[src/rtl/pipeline_fetch_queue_if.sv]
// Fetch-stage bus bundle: instruction-memory request/response channel, the decode-side
// valid/ready channel, and the redirect input.
interface pipeline_fetch_queue_if #(
    parameter int ADDR_WIDTH  = 64,
    parameter int INSTR_WIDTH = 32
);
    logic                   redirect_valid;
    logic [ADDR_WIDTH-1:0]  redirect_pc;
    logic [ADDR_WIDTH-1:0]  S_R_ADDR;
    logic                   S_R_ADDR_VALID;
    logic                   S_R_ADDR_READY;
    logic [INSTR_WIDTH-1:0] S_R_DATA;
    logic                   S_R_DATA_VALID;
    logic [INSTR_WIDTH-1:0] instruction;
    logic [ADDR_WIDTH-1:0]  next_stage_pc;
    logic                   instr_valid;
    logic                   instr_ready;

    modport master (
        input  redirect_valid, redirect_pc,
        output S_R_ADDR, S_R_ADDR_VALID,
        input  S_R_ADDR_READY, S_R_DATA, S_R_DATA_VALID,
        output instruction, next_stage_pc, instr_valid,
        input  instr_ready
    );

    modport slave (
        output redirect_valid, redirect_pc,
        input  S_R_ADDR, S_R_ADDR_VALID,
        output S_R_ADDR_READY, S_R_DATA, S_R_DATA_VALID,
        input  instruction, next_stage_pc, instr_valid,
        output instr_ready
    );
endinterface

[src/rtl/pipeline_fetch_queue.sv]
// Instruction fetch stage: sequential PC generator with credit-limited prefetch queue.
// A redirect clears the queue and discards responses to requests issued before it.
module pipeline_fetch_queue #(
    parameter int                    ADDR_WIDTH  = 64,
    parameter int                    INSTR_WIDTH = 32,
    parameter int                    QUEUE_DEPTH = 4,
    parameter logic [ADDR_WIDTH-1:0] RESET_PC    = {ADDR_WIDTH{1'b0}}
) (
    input logic                     clk,
    input logic                     reset,
    pipeline_fetch_queue_if.master  bus
);
    localparam int PW = $clog2(QUEUE_DEPTH);
    localparam int CW = PW + 1;
    localparam logic [ADDR_WIDTH-1:0] PC_STEP = ADDR_WIDTH'(INSTR_WIDTH / 8);
    localparam logic [CW:0]   DEPTH_C = (CW + 1)'(QUEUE_DEPTH);
    localparam logic [CW-1:0] ZERO_C  = {CW{1'b0}};
    localparam logic [CW-1:0] ONE_C   = CW'(1);
    localparam logic [PW-1:0] PONE_C  = PW'(1);
    localparam logic [PW-1:0] PZERO_C = {PW{1'b0}};

    typedef enum logic [0:0] {FETCH = 1'b0, FLUSH = 1'b1} state_t;

    state_t                  state_r, state_nxt_s;
    logic [ADDR_WIDTH-1:0]   fetch_pc_r;
    logic [CW-1:0]           count_r, outstanding_r, drop_r;
    logic [CW-1:0]           outstanding_nxt_s, drop_nxt_s;
    logic [PW-1:0]           q_head_r, q_tail_r, pcf_head_r, pcf_tail_r;
    logic [ADDR_WIDTH-1:0]   q_pc_r   [QUEUE_DEPTH];
    logic [INSTR_WIDTH-1:0]  q_data_r [QUEUE_DEPTH];
    logic [ADDR_WIDTH-1:0]   pcf_r    [QUEUE_DEPTH];
    logic                    fetching_s, addr_valid_s, accept_s;
    logic                    push_s, pop_s, instr_valid_s;
    logic [ADDR_WIDTH-1:0]   resp_pc_s;

    // Handshake decode; requests only while queued plus in-flight stays below depth
    always_comb begin
        fetching_s    = !reset && (state_r == FETCH);
        addr_valid_s  = fetching_s && (({1'b0, count_r} + {1'b0, outstanding_r}) < DEPTH_C);
        accept_s      = addr_valid_s && bus.S_R_ADDR_READY;
        instr_valid_s = fetching_s && (count_r != ZERO_C);
        pop_s         = instr_valid_s && bus.instr_ready;
        push_s        = bus.S_R_DATA_VALID && (drop_r == ZERO_C) && !bus.redirect_valid;
        // With nothing in flight a response can only belong to this cycle's request
        resp_pc_s     = (outstanding_r == ZERO_C) ? fetch_pc_r : pcf_r[pcf_head_r];
        outstanding_nxt_s = outstanding_r + (accept_s ? ONE_C : ZERO_C)
                            - (bus.S_R_DATA_VALID ? ONE_C : ZERO_C);
    end

    // Next-state and drop-count logic; redirect overrides everything
    always_comb begin
        state_nxt_s = state_r;
        drop_nxt_s  = drop_r;
        if (bus.S_R_DATA_VALID && (drop_r != ZERO_C)) begin
            drop_nxt_s = drop_r - ONE_C;
        end else begin
            drop_nxt_s = drop_r;
        end
        if (bus.redirect_valid) begin
            drop_nxt_s  = outstanding_nxt_s;
            state_nxt_s = (outstanding_nxt_s != ZERO_C) ? FLUSH : FETCH;
        end else begin
            case (state_r)
                FETCH:   state_nxt_s = FETCH;
                FLUSH:   state_nxt_s = (drop_nxt_s == ZERO_C) ? FETCH : FLUSH;
                default: state_nxt_s = FETCH;
            endcase
        end
    end

    // Control registers: state, PC, counters and queue pointers
    always_ff @(posedge clk) begin
        if (reset) begin
            state_r       <= FETCH;
            fetch_pc_r    <= RESET_PC;
            count_r       <= ZERO_C;
            outstanding_r <= ZERO_C;
            drop_r        <= ZERO_C;
            q_head_r      <= PZERO_C;
            q_tail_r      <= PZERO_C;
            pcf_head_r    <= PZERO_C;
            pcf_tail_r    <= PZERO_C;
        end else begin
            state_r       <= state_nxt_s;
            drop_r        <= drop_nxt_s;
            outstanding_r <= outstanding_nxt_s;
            if (bus.redirect_valid) begin
                fetch_pc_r <= bus.redirect_pc;
            end else if (accept_s) begin
                fetch_pc_r <= fetch_pc_r + PC_STEP;
            end
            if (accept_s) begin
                pcf_tail_r <= pcf_tail_r + PONE_C;
            end
            if (bus.S_R_DATA_VALID) begin
                pcf_head_r <= pcf_head_r + PONE_C;
            end
            if (bus.redirect_valid) begin
                count_r  <= ZERO_C;
                q_head_r <= PZERO_C;
                q_tail_r <= PZERO_C;
            end else begin
                if (push_s) begin
                    q_tail_r <= q_tail_r + PONE_C;
                end
                if (pop_s) begin
                    q_head_r <= q_head_r + PONE_C;
                end
                count_r <= count_r + (push_s ? ONE_C : ZERO_C) - (pop_s ? ONE_C : ZERO_C);
            end
        end
    end

    // Storage for the pc-in-flight FIFO and the instruction queue
    always_ff @(posedge clk) begin
        if (accept_s) begin
            pcf_r[pcf_tail_r] <= fetch_pc_r;
        end
        if (push_s) begin
            q_pc_r[q_tail_r]   <= resp_pc_s;
            q_data_r[q_tail_r] <= bus.S_R_DATA;
        end
    end

    assign bus.S_R_ADDR       = fetch_pc_r;
    assign bus.S_R_ADDR_VALID = addr_valid_s;
    assign bus.instr_valid    = instr_valid_s;
    assign bus.instruction    = instr_valid_s ? q_data_r[q_head_r] : {INSTR_WIDTH{1'b0}};
    assign bus.next_stage_pc  = instr_valid_s ? q_pc_r[q_head_r] : {ADDR_WIDTH{1'b0}};
endmodule

[src/flat_wrapper.sv]
// flat-port wrapper written by rule: the top's interface ports become plain ports
module pipeline_fetch_queue_flat 
#(
    parameter int                    ADDR_WIDTH  = 64,
    parameter int                    INSTR_WIDTH = 32,
    parameter int                    QUEUE_DEPTH = 4,
    parameter logic [ADDR_WIDTH-1:0] RESET_PC    = {ADDR_WIDTH{1'b0}}
)
  (clk, reset, bus_redirect_valid, bus_redirect_pc, bus_S_R_ADDR, bus_S_R_ADDR_VALID, bus_S_R_ADDR_READY, bus_S_R_DATA, bus_S_R_DATA_VALID, bus_instruction, bus_next_stage_pc, bus_instr_valid, bus_instr_ready);
  pipeline_fetch_queue_if #(.ADDR_WIDTH(ADDR_WIDTH), .INSTR_WIDTH(INSTR_WIDTH)) bus_i ();
  input logic clk;
  input logic reset;
  input wire logic [$bits(bus_i.redirect_valid)-1:0] bus_redirect_valid;
  input wire logic [$bits(bus_i.redirect_pc)-1:0] bus_redirect_pc;
  output wire logic [$bits(bus_i.S_R_ADDR)-1:0] bus_S_R_ADDR;
  output wire logic [$bits(bus_i.S_R_ADDR_VALID)-1:0] bus_S_R_ADDR_VALID;
  input wire logic [$bits(bus_i.S_R_ADDR_READY)-1:0] bus_S_R_ADDR_READY;
  input wire logic [$bits(bus_i.S_R_DATA)-1:0] bus_S_R_DATA;
  input wire logic [$bits(bus_i.S_R_DATA_VALID)-1:0] bus_S_R_DATA_VALID;
  output wire logic [$bits(bus_i.instruction)-1:0] bus_instruction;
  output wire logic [$bits(bus_i.next_stage_pc)-1:0] bus_next_stage_pc;
  output wire logic [$bits(bus_i.instr_valid)-1:0] bus_instr_valid;
  input wire logic [$bits(bus_i.instr_ready)-1:0] bus_instr_ready;
  assign bus_i.redirect_valid = bus_redirect_valid;
  assign bus_i.redirect_pc = bus_redirect_pc;
  assign bus_S_R_ADDR = bus_i.S_R_ADDR;
  assign bus_S_R_ADDR_VALID = bus_i.S_R_ADDR_VALID;
  assign bus_i.S_R_ADDR_READY = bus_S_R_ADDR_READY;
  assign bus_i.S_R_DATA = bus_S_R_DATA;
  assign bus_i.S_R_DATA_VALID = bus_S_R_DATA_VALID;
  assign bus_instruction = bus_i.instruction;
  assign bus_next_stage_pc = bus_i.next_stage_pc;
  assign bus_instr_valid = bus_i.instr_valid;
  assign bus_i.instr_ready = bus_instr_ready;
  pipeline_fetch_queue #(.ADDR_WIDTH(ADDR_WIDTH), .INSTR_WIDTH(INSTR_WIDTH), .QUEUE_DEPTH(QUEUE_DEPTH), .RESET_PC(RESET_PC)) u_core (.clk(clk), .reset(reset), .bus(bus_i));
endmodule
[config.mk]
export PLATFORM = sky130hd
export DESIGN_NAME = pipeline_fetch_queue_flat
export DESIGN_NICKNAME = d
export VERILOG_FILES = /design/src/rtl/pipeline_fetch_queue_if.sv /design/src/rtl/pipeline_fetch_queue.sv /design/src/flat_wrapper.sv
export SDC_FILE = /design/constraint.sdc
export NUM_CORES = 1
export LEC_CHECK = 0
export BUFFER_PORTS_ARGS = -buffer_cell sky130_fd_sc_hd__buf_2
export CAP_MARGIN = 25
export CORE_UTILIZATION = 45
export DETAILED_ROUTE_END_ITERATION = 7
export GPL_TIMING_DRIVEN = 0
export PLACE_DENSITY_LB_ADDON = 0.1
export SYNTH_ARGS = -nofsm -noshare
export SYNTH_HDL_FRONTEND = slang
export SYNTH_SLANG_ARGS = --single-unit
[constraint.sdc]
create_clock -name clk -period 6 [get_ports clk]
set_input_delay 0.3 -clock clk [delete_from_list [all_inputs] [get_ports clk]]
set_output_delay 0.3 -clock clk [all_outputs]
set_load 0.01 [all_outputs]
==> qor.csv <==
stage;metric;value;unit
power;ir_drop;0.248;mV
floorplan;design.core.area;63500;µm²
routing;wl_per_cell;24.9;µm
routing;drc;0;
critical_path;ff2ff_path_depth;9;
sta;fin_crit_sh;0.716;
placement;gp_congestion;0.828;
critical_path;reg2reg_setup_slack;2.62;ns
synth;synth_top_area_cell;edfxtp_1;
clock_tree;cts_buffers;78;
routing;first_pass_iters;5;
critical_path;timing.rr.end;u_core.state_r;
global_routing;antenna_found_initial;4;
floorplan;initial_core_util;0.459;
critical_path;cp.arrival;4.00;ns
synth;synth_fp_nets;1716;
clock_tree;cts-root-buf;clkbuf_16;
floorplan;dieArea;65800;µm²
power;p_per_area;343;nW/µm²
routing;routed_wl;73400;µm
synth;synth_warnings;0;
global_routing;grt_pass1_vias;16500;
routing;antenna_left;0;
routing;drt-initial-drc-count;942;
clock_tree;cts_tree;yes;
routing;via_per_inst;5.48;
sta;worst_slack;1.70;ns
sta;slew_headroom;0.328;
global_routing;track_usage;0.224;
critical_path;crit_required;5.70;ns
placement;dp_slack;2.19;ns
clock_tree;clockBufferDepth;3;
sta;timing.fmax;0.233;GHz
synth;synth_top_area_frac;0.660;
critical_path;cp-end-kind;output port;
synth;synth.area.top_cells;edfxtp_1, mux4_2, dfxtp_1;
layout;num-nets-final;2162;
sta;hold_viol_final;0;
synth;synth.avg_cell_area;18.3;µm²
placement;portBuffers;262;
critical_path;cp-start-kind;flop;
layout;num-fill-cells;5102;
synth;synth.distinct_cells;47;
synth;ys.flop_type;edfxtp_1;
status;run_status;finished, final reports clean;
critical_path;crit_type;flop to output port;
sta;drv_slew;0;
sta;holdWs;0.0431;ns
sta;final.min_clock_period;4.30;ns
sta;worst_slew_pin_slew;1.01;ns
hold_path;holdCritPathClass;primary input to flop;
sta;setup_viol;0;
synth;synth-seq-cells;726;
floorplan;die_h;256;µm
hold_path;hold_path_end;u_core.bus.S_R_ADDR[39];
critical_path;rr_startpoint;u_core.outstanding_r[2];
global_routing;grt_start_max_net_pins;51;
sta;rsz0062_at_grt;false;
sta;fin_worst_skew;0.0153;ns
global_routing;grt_pass1_wl;108000;µm
clock_tree;h-tree-depth;3;
hold_path;worstHoldStart;bus_redirect_pc[39];
hold_path;holdPathStages;3;
critical_path;crit_fanout;10;
floorplan;die_width;256;µm
clock_tree;clkSlewWorstSetupHoldPaths;0.06;ns
synth;ys_seq_area_frac;0.719;
clock_tree;clock_sinks;726;
synth;synthCells;1595;
synth;async_flop_share;0;
routing;via_count;16200;
run;max-cap-violations;0;
layout;syn_to_final_growth;21.3;%
synth;synth_edf_count;640;
layout;drive_gt1_frac;0.305;
placement;dpl.hpwl;48300;µm
floorplan;row_count;92;
synth;synth_area;29100;µm²
power;p_leak;12.1;nW
global_routing;gr-total-overflow;0;
clock_tree;worst_skew_pair.late_latency;0.61;ns
floorplan;num_io_pins;264;
cells by family after synthesis:
family | count (synthesis) | synth area share
flops | 726 | 0.719
fa+ha+maj | 19 | 0.00867
xor+xnor | 66 | 0.0198
buf+inv | 111 | 0.0145
compound gates | 75 | 0.0177
simple gates | 361 | 0.0677
mux | 237 | 0.153
cell type report:
type	instances	area [µm²]	share of cell area
antenna	1	2.50	0.0000708
buffer	82	314	0.00888
clock buffer	109	2290	0.0647
clock inverter	32	267	0.00754
inverter	29	109	0.00308
multi-input combinational	758	7810	0.221
sequential	726	20900	0.592
tap	846	1060	0.0299
timing repair buffer	366	2560	0.0724
through the flow:
stage               cells  total power [mW]  utilization  TNS [ns]  area (µm²)
floorplan            1595              6.94            -         0       29100
global placement     2703              7.40        0.496   -103.20       31500
detailed placement   2718              7.45        0.502         0       31900
CTS                  2946              12.2        0.556         0       35300
global route         2948              12.5        0.556         0       35300
finish               2949              12.1        0.556         0       35300
timing repair:
item,4_1_cts,5_1_grt
buffers inserted,0,0
endpoints found under the hold margin,183,0
resized for setup,0,0
hold buffers,87,0
layout by cell type, fill, tap and decap left out, types with 5 or more instances in the layout:
cell type,instances
a211oi_1,37
nand2_1,40
a311oi_1,5
and2_1,100
o21ai_0,7
clkbuf_1,74
mux2i_1,12
or3_1,8
buf_1,19
edfxtp_1,640
mux4_2,160
and3_1,13
clkbuf_16,83
xnor2_1,39
xor2_1,27
inv_1,28
clkbuf_8,11
buf_2,265
nor3_1,21
mux2_2,64
dlygate4sd3_1,87
ha_1,17
nand3_1,26
clkinv_1,14
a21oi_1,16
nor4_1,7
and4_1,7
dfxtp_1,86
nand4_1,27
buf_16,10
clkinv_2,9
nor2_1,82
o21a_1,5
where the power goes:
part / leakage (nW) / total (mW) / switching [mW] / internal, mW
clock network: 1.25 / 4.75 / 1.92 / 2.83
logic: 4.25 / 1.34 / 0.744 / 0.597
registers: 6.57 / 6.04 / 0.138 / 5.91
worst max-delay path by stage:
stage                       endpoint  cells past startpoint
6_report         bus_instruction[22]                      6
4_1_cts        bus_next_stage_pc[55]                      6
5_1_grt          bus_instruction[25]                      6
3_3_place_gp    u_core.q_pc_r[2][14]                      4
3_5_place_dp     bus_instruction[23]                      6
2_1_floorplan  u_core.q_data_r[0][0]                      5
flip-flops by register name, summed over array words and instances (netlist names), named ones only:
name,cells
u_core.q_pc_r,256
u_core.q_data_r,128
u_core.q_tail_r,2
u_core.outstanding_r,3
u_core.drop_r,3
u_core.pcf_head_r,2
u_core.q_head_r,2
u_core.pcf_tail_r,2
u_core.count_r,3
u_core.bus.S_R_ADDR,64
u_core.pcf_r,256
u_core.state_r,1
Yosys cell counts (26+ instances only):
cell      number
a211oi_1      37
clkbuf_1      60
dfxtp_1       86
mux4_2       160
xnor2_1       39
nand2_1       40
nand3_1       26
inv_1         28
nand4_1       27
edfxtp_1     640
and2_1       104
nor2_1        83
xor2_1        27
mux2_2        64
layer usage:
metal	vias up	GRT usage	part of all wire
met2	436	0.376	0.51
met3	102	0.0383	0.050
met5	-	0	0.00065
li1	7212	-	-
met4	8	0.0721	0.024
met1	8415	0.298	0.42
worst max-delay path: stages (launching register included):
cell,delay (ns)
dfxtp_1,0.31
clkbuf_1,0.66
clkbuf_1,0.73
buf_1,0.75
mux4_2,0.61
and2_1,0.17
buf_2,0.13
Power figures use the tool's default switching activity.
